<file path="src/rtl/output_writeback_scheduler_if.sv">
// Handshake and SRAM write-port bundle between the convolution datapath, the
// write-back scheduler and the output SRAM.
interface output_writeback_scheduler_if;
  logic        wb_start;
  logic [11:0] base_addr;
  logic        result_valid;
  logic [15:0] result_data;
  logic        result_last;
  logic        result_ready;
  logic        wb_grant;
  logic [11:0] dut_sram_write_address;
  logic [15:0] dut_sram_write_data;
  logic        dut_sram_write_enable;
  logic        wb_busy;
  logic        wb_done;
  logic [11:0] word_count;

  modport master (
    output wb_start,
    output base_addr,
    output result_valid,
    output result_data,
    output result_last,
    output wb_grant,
    input  result_ready,
    input  dut_sram_write_address,
    input  dut_sram_write_data,
    input  dut_sram_write_enable,
    input  wb_busy,
    input  wb_done,
    input  word_count
  );

  modport slave (
    input  wb_start,
    input  base_addr,
    input  result_valid,
    input  result_data,
    input  result_last,
    input  wb_grant,
    output result_ready,
    output dut_sram_write_address,
    output dut_sram_write_data,
    output dut_sram_write_enable,
    output wb_busy,
    output wb_done,
    output word_count
  );
endinterface

</file>
<file path="src/rtl/output_writeback_scheduler.sv">
// Buffers convolution results in a 4-deep FIFO and writes them to consecutive
// output SRAM addresses whenever the shared write port is granted.
//
// state | meaning
// IDLE  | waiting for wb_start; base address and counters loaded on start
// RUN   | accepting result words and writing them out
// DRAIN | last word accepted; emptying the FIFO into SRAM
// DONE  | one-cycle completion pulse, then back to IDLE
module output_writeback_scheduler (
  input  logic                         clk,
  input  logic                         reset_b,
  output_writeback_scheduler_if.slave  bus
);

  typedef enum logic [1:0] {
    IDLE  = 2'd0,
    RUN   = 2'd1,
    DRAIN = 2'd2,
    DONE  = 2'd3
  } state_t;

  state_t      state;
  state_t      state_nxt;

  logic [15:0] fifo_mem [4];
  logic [1:0]  rd_ptr;
  logic [1:0]  wr_ptr;
  logic [2:0]  occupancy;
  logic        fifo_empty;
  logic        fifo_full;

  logic [11:0] write_ptr;
  logic [11:0] wc;
  logic [11:0] addr_q;
  logic [15:0] data_q;
  logic        we_q;

  logic        start_pass;
  logic        ready_int;
  logic        push;
  logic        pop;
  logic        active;

  assign fifo_empty = (occupancy == 3'd0);
  assign fifo_full  = (occupancy == 3'd4);
  assign active     = (state == RUN) || (state == DRAIN);
  assign start_pass = (state == IDLE) && bus.wb_start;

  // Ready depends only on registered state, never on a same-cycle pop.
  assign ready_int  = (state == RUN) && !fifo_full;
  assign push       = ready_int && bus.result_valid;
  assign pop        = active && !fifo_empty && bus.wb_grant;

  always_ff @(posedge clk or negedge reset_b) begin
    if (!reset_b) begin
      state <= IDLE;
    end else begin
      state <= state_nxt;
    end
  end

  always_comb begin
    state_nxt = state;
    case (state)
      IDLE: begin
        if (bus.wb_start) begin
          state_nxt = RUN;
        end
      end
      RUN: begin
        if (push && bus.result_last) begin
          state_nxt = DRAIN;
        end
      end
      DRAIN: begin
        if (fifo_empty && !pop) begin
          state_nxt = DONE;
        end
      end
      DONE: begin
        state_nxt = IDLE;
      end
      default: begin
        state_nxt = IDLE;
      end
    endcase
  end

  // Storage needs no reset: pointers and occupancy define what is valid.
  always_ff @(posedge clk) begin
    if (push) begin
      fifo_mem[wr_ptr] <= bus.result_data;
    end
  end

  always_ff @(posedge clk or negedge reset_b) begin
    if (!reset_b) begin
      rd_ptr    <= 2'd0;
      wr_ptr    <= 2'd0;
      occupancy <= 3'd0;
    end else if (start_pass) begin
      rd_ptr    <= 2'd0;
      wr_ptr    <= 2'd0;
      occupancy <= 3'd0;
    end else begin
      if (push) begin
        wr_ptr <= wr_ptr + 2'd1;
      end
      if (pop) begin
        rd_ptr <= rd_ptr + 2'd1;
      end
      case ({push, pop})
        2'b10:   occupancy <= occupancy + 3'd1;
        2'b01:   occupancy <= occupancy - 3'd1;
        default: occupancy <= occupancy;
      endcase
    end
  end

  // Write pointer and word count wrap naturally at 12 bits.
  always_ff @(posedge clk or negedge reset_b) begin
    if (!reset_b) begin
      write_ptr <= 12'h000;
      wc        <= 12'h000;
      addr_q    <= 12'h000;
      data_q    <= 16'h0000;
      we_q      <= 1'b0;
    end else begin
      if (start_pass) begin
        write_ptr <= bus.base_addr;
        wc        <= 12'h000;
      end
      if (pop) begin
        we_q      <= 1'b1;
        addr_q    <= write_ptr;
        data_q    <= fifo_mem[rd_ptr];
        write_ptr <= write_ptr + 12'h001;
        wc        <= wc + 12'h001;
      end else begin
        we_q      <= 1'b0;
      end
    end
  end

  assign bus.result_ready           = ready_int;
  assign bus.dut_sram_write_address = addr_q;
  assign bus.dut_sram_write_data    = data_q;
  assign bus.dut_sram_write_enable  = we_q;
  assign bus.wb_busy                = active;
  assign bus.wb_done                = (state == DONE);
  assign bus.word_count             = wc;

endmodule
</file>
<file path="src/flat_wrapper.sv">
// flat-port wrapper written by rule: the top's interface ports become plain ports
module output_writeback_scheduler_flat 
  (clk, reset_b, bus_wb_start, bus_base_addr, bus_result_valid, bus_result_data, bus_result_last, bus_wb_grant, bus_result_ready, bus_dut_sram_write_address, bus_dut_sram_write_data, bus_dut_sram_write_enable, bus_wb_busy, bus_wb_done, bus_word_count);
  output_writeback_scheduler_if bus_i ();
  input  logic clk;
  input  logic reset_b;
  input wire logic [$bits(bus_i.wb_start)-1:0] bus_wb_start;
  input wire logic [$bits(bus_i.base_addr)-1:0] bus_base_addr;
  input wire logic [$bits(bus_i.result_valid)-1:0] bus_result_valid;
  input wire logic [$bits(bus_i.result_data)-1:0] bus_result_data;
  input wire logic [$bits(bus_i.result_last)-1:0] bus_result_last;
  input wire logic [$bits(bus_i.wb_grant)-1:0] bus_wb_grant;
  output wire logic [$bits(bus_i.result_ready)-1:0] bus_result_ready;
  output wire logic [$bits(bus_i.dut_sram_write_address)-1:0] bus_dut_sram_write_address;
  output wire logic [$bits(bus_i.dut_sram_write_data)-1:0] bus_dut_sram_write_data;
  output wire logic [$bits(bus_i.dut_sram_write_enable)-1:0] bus_dut_sram_write_enable;
  output wire logic [$bits(bus_i.wb_busy)-1:0] bus_wb_busy;
  output wire logic [$bits(bus_i.wb_done)-1:0] bus_wb_done;
  output wire logic [$bits(bus_i.word_count)-1:0] bus_word_count;
  assign bus_i.wb_start = bus_wb_start;
  assign bus_i.base_addr = bus_base_addr;
  assign bus_i.result_valid = bus_result_valid;
  assign bus_i.result_data = bus_result_data;
  assign bus_i.result_last = bus_result_last;
  assign bus_i.wb_grant = bus_wb_grant;
  assign bus_result_ready = bus_i.result_ready;
  assign bus_dut_sram_write_address = bus_i.dut_sram_write_address;
  assign bus_dut_sram_write_data = bus_i.dut_sram_write_data;
  assign bus_dut_sram_write_enable = bus_i.dut_sram_write_enable;
  assign bus_wb_busy = bus_i.wb_busy;
  assign bus_wb_done = bus_i.wb_done;
  assign bus_word_count = bus_i.word_count;
  output_writeback_scheduler u_core (.clk(clk), .reset_b(reset_b), .bus(bus_i));
endmodule
</file>
<file path="config.mk">
export PLATFORM = sky130hd
export DESIGN_NAME = output_writeback_scheduler_flat
export DESIGN_NICKNAME = d
export VERILOG_FILES = /design/src/rtl/output_writeback_scheduler_if.sv /design/src/rtl/output_writeback_scheduler.sv /design/src/flat_wrapper.sv
export SDC_FILE = /design/constraint.sdc
export NUM_CORES = 1
export LEC_CHECK = 0
export ABC_AREA = 1
export BUFFER_PORTS_ARGS = -buffer_cell sky130_fd_sc_hd__buf_4
export CAP_MARGIN = 20
export CORE_MARGIN = 2
export CORE_UTILIZATION = 55
export DETAILED_ROUTE_END_ITERATION = 8
export PLACE_DENSITY = 0.82
export SYNTH_ARGS = -nofsm -noshare
export SYNTH_HDL_FRONTEND = slang
export SYNTH_SLANG_ARGS = --single-unit
</file>
<file path="constraint.sdc">
create_clock -name clk -period 5.6 [get_ports clk]
set_clock_uncertainty 0.15 [all_clocks]
set_input_delay 0.28 -clock clk [delete_from_list [all_inputs] [get_ports clk]]
set_output_delay 0.28 -clock clk [all_outputs]
set_load 0.05 [all_outputs]
</file>
* Word level (Yosys, flattened, before mapping)
Memories as Yosys holds them, arrays and structs flattened. A register that Yosys moved wholly into a read port is not among the register bits.
Index checks and enable logic that the tools add are counted.
** Operators by class
- Add/sub/neg operators :: 6
- Equal/unequal tests :: 9
- Mux-type cells :: 17
- Reduce and logical (&&, ||, !) cells :: 18
** Operators by type and width (count)
- $mux W12 :: 4
- $add A12 B1 Y12 const B :: 2
- $mux W2 :: 7
- $pmux W2 S4 :: 1
- $logic_and A1 B1 Y1 :: 7
- $eq A2 B2 Y1 const B :: 3
- $ne A2 B2 Y1 const B :: 3
- $pmux W3 S2 :: 1
- $add A2 B1 Y2 const B :: 2
- $eq A2 B1 Y1 const B :: 2
- $logic_not A1 Y1 :: 4
- $reduce_bool A2 Y1 :: 2
- $add A3 B1 Y3 const B :: 1
- $eq A3 B3 Y1 const B :: 1
- $logic_not A3 Y1 :: 1
- $mux W1 :: 3
- $mux W3 :: 1
- $reduce_and A3 Y1 :: 1
- $reduce_bool A3 Y1 :: 1
- $sub A3 B1 Y3 const B :: 1
- $logic_not A2 Y1 :: 1
- $logic_or A1 B1 Y1 :: 1
** Word-level totals
- Register bits after elaboration :: 46
- Memory bits (writable) :: 64
- Logic and storage cells :: 59
- Memories :: 1
** Memories
- u_core.fifo_mem :: words 4, width 16, read ports 1, clocked after Yosys merged registers in 1, write ports 1, line output_writeback_scheduler.sv:25 : logic [15:0] fifo_mem [4];

* Depth between registers and ports, before layout
- Word-level depth :: 8
- Gate-level depth with buffers :: 14
- Gate-level depth less buffers :: 12

* Worst setup path before layout
OpenSTA, ideal clock, no wires.
- Kind :: flip-flop to flip-flop
- Start :: reg u_core.state[0]
- End :: reg u_core.occupancy[2]
- Setup time :: 0.126 ns
- Data arrival time :: 2.542 ns
- Slack :: 2.782 ns
- Cell stages (with the launch flop) :: 15
- Buffers on the path :: 2
- Path through :: dfrtp_1 > inv_1 > ha_1 > nand2_1 > inv_1 > nand2_8 > inv_4 > buf_6 > buf_6 > ha_1 > inv_1 > fa_1 > xor2_1 > nand2_1 > o21ai_0
** On the way
- Cells in the longest elaborated chain, start to end :: 7
** Ends and longest elaborated chain
- start, declared :: line output_writeback_scheduler.sv:22 : state_t state;
- start signal, assigned :: line output_writeback_scheduler.sv:58 : state <= state_nxt;
- $eq A2 B1 Y1 / $eq A2 B2 Y1 (equally long branches) :: line output_writeback_scheduler.sv:46 : assign active = (state == RUN) || (state == DRAIN);
- $logic_or A1 B1 Y1 * :: line output_writeback_scheduler.sv:46
- via bus_wb_busy :: line flat_wrapper.sv:17 : output wire logic [$bits(bus_i.wb_busy)-1:0] bus_wb_busy;
- $logic_and A1 B1 Y1 * (2 in series) :: line output_writeback_scheduler.sv:52 : assign pop = active && !fifo_empty && bus.wb_grant;
- via u_core.pop :: line output_writeback_scheduler.sv:41 : logic pop;
- $eq A2 B1 Y1 / $eq A2 B2 Y1 (equally long branches) :: line output_writeback_scheduler.sv:112 : case ({push, pop})
- $pmux W3 S2 :: line output_writeback_scheduler.sv:112
- $mux W3 :: line output_writeback_scheduler.sv:101 : end else if (start_pass) begin
- end signal, assigned :: line output_writeback_scheduler.sv:113 : 2'b10: occupancy <= occupancy + 3'd1;
- end signal, assigned :: line output_writeback_scheduler.sv:114 : 2'b01: occupancy <= occupancy - 3'd1;
- end signal, assigned :: line output_writeback_scheduler.sv:115 : default: occupancy <= occupancy;
- end, declared :: line output_writeback_scheduler.sv:28 : logic [2:0] occupancy;
Mark *: on every way through the listed nets, which the timed path passes. The rest lies on a longest branch.
A chain may end at the register's enable or synchronous reset.

* Final worst setup path
- Start :: reg u_core.state[0]
- End :: reg u_core.occupancy[1]
** On the way
- Cells in the longest elaborated chain, start to end :: 7
** Ends and longest elaborated chain (line)
- $eq A2 B1 Y1 / $eq A2 B2 Y1 (equally long branches) :: output_writeback_scheduler.sv:46, output_writeback_scheduler.sv:50
- $logic_or A1 B1 Y1 :: output_writeback_scheduler.sv:46
- $logic_and A1 B1 Y1 (2 in series) :: output_writeback_scheduler.sv:52
- $eq A2 B1 Y1 / $eq A2 B2 Y1 (equally long branches) :: output_writeback_scheduler.sv:112
- $pmux W3 S2 :: output_writeback_scheduler.sv:112
- $mux W3 :: output_writeback_scheduler.sv:101
Several ways; a longest one is shown, not always the timed one.

==> flow_summary_export.csv <==
group,metric,value,unit
timing,finalSetupViolCount,0,
cts,cts-resized-gates,0,
synthesis,ys_warn_count,0,
worst_setup_path,cp_max_fo,54,
global_route,grt_first_pass_wirelength,21000,µm
cts,tritoncts,"built",
cells_and_area,area_growth,27.3,%
cts,cts_buffers,17,
synthesis,seq_area_frac_synth,62.6,%
cts,clk_pin_slew_worst_paths,60,ps
cts,clkSinkCount,126,
cells_and_area,fillCellCount,666,
worst_setup_path,criticalPathCategory,"reg2reg",
worst_setup_path,r2r_setup_slack,2560,ps
global_route,busiest_layer,"met2",
synthesis,avgSynthCellArea,10.1,µm²
detailed_routing,viasPerCell,5.32,
placed_design,dp_hpwl,7660,µm
floorplan,die-area,10900,µm²
global_route,antenna_found_initial,0,
detailed_routing,drt_pass1_iterations,5,
cts,clock_latency,520,ps
timing,finalMaxSlewViolations,0,
synthesis,yosysTopAreaCell,"edfxtp_1",
power,vdd.ir_drop.worst,288,µV
power,p_seq_share,34.4,%
timing,post-route-period-util,54.3,%
timing,worst_pin_slew,1090,ps
power,clkPwrFrac,26.4,%
synthesis,synth_edf_count,64,
power,power_density,570,nW/µm²
power,total_switching_power,1.74,mW
global_route,grt_use_met3,5.20,%
worst_setup_path,worstPathArrival,3280,ps
placed_design,gp_congestion,0.868,
cells_and_area,final_cell_area,7060,µm²
status,status,"finished, final reports clean",
cts,root_buffer,"clkbuf_8",
detailed_routing,drc,0,
cells_and_area,multiInputGateArea,1770,µm²
placed_design,port_buffers,77,
detailed_routing,routed_wl,12800,µm
detailed_routing,drtIter0Drc,259,
cts,clockBufferDepth,2,
timing,rsz0062_at_grt,"false",
synthesis,ys_top_cells_by_area,"edfxtp_1 (35%), dfrtp_1 (28%), nand2_1 (9.6%), o21ai_0 (4.7%), nor2_1 (4.1%)",
timing,relSlewSlack,27.6,%
synthesis,synth_ff_type,"edfxtp_1",
global_route,overflow,0,
floorplan,start_util,56.8,%
detailed_routing,vias,4306,
placed_design,placed_cells,748,
cells_and_area,antenna_cells,0,
timing,fin_crit,3040,ps
timing,tns,0,ps
power,power.total,4.03,mW
worst_setup_path,critPathRequiredTime,5840,ps
global_route,grt_max_degree,63,
global_route,grtUsageMet1,29.6,%
cts,postCtsSetupBuffers,0,
floorplan,core,9770,µm²
floorplan,num_io_pins,78,
cells_and_area,most-common-layout-cells,"nand2_1 (142), buf_4 (81), edfxtp_1 (64), dfrtp_1 (62), nor2_1 (61)",
global_route,use_met2,43.1,%
timing,hold_violations,0,
cells_and_area,final-seq-area,3470,µm²
detailed_routing,wl_per_cell,15.8,µm
run,maxCapViolations,0,
min_path,hp-class,"in2reg",
power,p_int,2.28,mW
power,p_comb_share,39.2,%
power,swShare,43.3,%
cells_and_area,drive_above_1_share,19.7,%
cells_and_area,final_common_cell,"nand2_1",
floorplan,die_w,104,µm
cts,ctsHtreeMaxLevel,4,
worst_setup_path,startpoint_type,"flop",
floorplan,rows,36,
synthesis,synth_nets,598,
synthesis,yosysUniqueCellTypes,41,
cells_and_area,final_nets,710,
synthesis,ys_ff_latch,126,
synthesis,ys_async_sr_fraction,49.2,%
detailed_routing,drtAntennaViolNets,0,
global_route,grt_use_total,24.4,%
power,p_leak,3.13,nW
floorplan,fp.dieH,104,µm
synthesis,yosysTopAreaCellShare,34.6,%
placed_design,postPlaceCellArea,6200,µm²
timing,fmax,329,MHz
synthesis,syn_inst,551,
worst_setup_path,endpoint_kind,"flop",
synthesis,synth_area,5550,µm²
global_route,grt_pass1_vias,4440,
cells_and_area,fin_cells,809,
power groups by stage:
stage | logic, mW | registers [mW] | clock network (mW)
after floorplan | 0.841 | 1.68 | 0
final | 1.58 | 1.38 | 1.06
after detailed placement | 1.54 | 1.40 | 0
after CTS | 1.58 | 1.38 | 1.07
after global routing | 1.72 | 1.40 | 1.11
after global placement | 1.49 | 1.39 | 0
per-layer routing:
metal	vias to the layer above	part of all wire, %
li1	2077	-
met1	2043	40
met2	175	53
met3	11	6.1
met4	0	0.68
met5	-	0
metrics by stage:
step	hold WS, ps	util (%)	setup slack, ps
3_5_place_dp	257	63.4	2620
2_1_floorplan	-166	-	2780
3_3_place_gp	254	63.4	2780
6_report	25.0	72.3	2560
5_1_grt	18.2	72.3	2340
4_1_cts	3.22	72.3	2560
area by class of cell:
cell class | count | area share, %
Sequential cell | 126 | 49.2
Timing Repair Buffer | 110 | 12.7
Inverter | 47 | 2.53
Clock buffer | 17 | 5.86
Multi-Input combinational cell | 361 | 25.1
Tap cell | 133 | 2.36
Clock inverter | 15 | 2.27
flip-flops by register name, indices dropped and copies added, names as in the netlist:
register / flops
u_core.bus.dut_sram_write_enable: 1
u_core.bus.dut_sram_write_address: 12
u_core.occupancy: 3
u_core.fifo_mem: 64
u_core.wr_ptr: 2
u_core.write_ptr: 12
u_core.bus.dut_sram_write_data: 16
u_core.rd_ptr: 2
u_core.state: 2
u_core.bus.word_count: 12
final timing paths:
kind,startpoint,to,cells after the start
min in group asynchronous,reset_b,u_core.bus.dut_sram_write_address[3],2
min reg2reg,u_core.bus.dut_sram_write_address[6],u_core.bus.dut_sram_write_address[6],2
max reg2reg,u_core.state[0],u_core.occupancy[1],12
min,bus_result_valid,u_core.wr_ptr[0],3
max,u_core.state[0],u_core.occupancy[1],12
max in group asynchronous,reset_b,u_core.bus.dut_sram_write_address[10],2
cells in the mapped netlist (2+ instances only):
library cell	instances
dfrtp_1	62
nand2_1	142
nand2_2	2
inv_1	39
o21a_1	2
o21bai_1	2
buf_2	6
or2_2	2
nor2_1	61
xor2_1	2
buf_6	6
o22ai_1	16
a21oi_1	9
nand3_1	32
edfxtp_1	64
nor2_2	3
o211ai_1	2
inv_2	7
clkbuf_2	2
ha_1	12
o21ai_1	6
o21ai_0	52
nor3_1	2
critical path: stages (launching register included):
cell and delay, ps:
dfrtp_1 400, inv_1 100, ha_1 330, nand2_1 70, inv_1 160, nand2_8 230
inv_4 410, ha_1 270, inv_1 70, fa_1 490, inv_1 60, nand2_1 50
o21ai_0 90
logic make-up after synthesis:
kind of cell | after synthesis | synth area share, %
AO/OA/AOI/OAI | 93 | 9.27
XOR/XNOR | 3 | 0.474
adder cells (fa/ha/maj) | 13 | 3.07
buffers and inverters | 64 | 5.44
flip-flops | 126 | 62.6
AND/OR/NAND/NOR | 252 | 19.1
repair_timing:
item / 4_1_cts / 5_1_grt
endpoints found under the setup margin: 0 / 0
hold buffers: 29 / 0
endpoints found under the hold margin: 138 / 0
(Power assumes the default switching activity.)
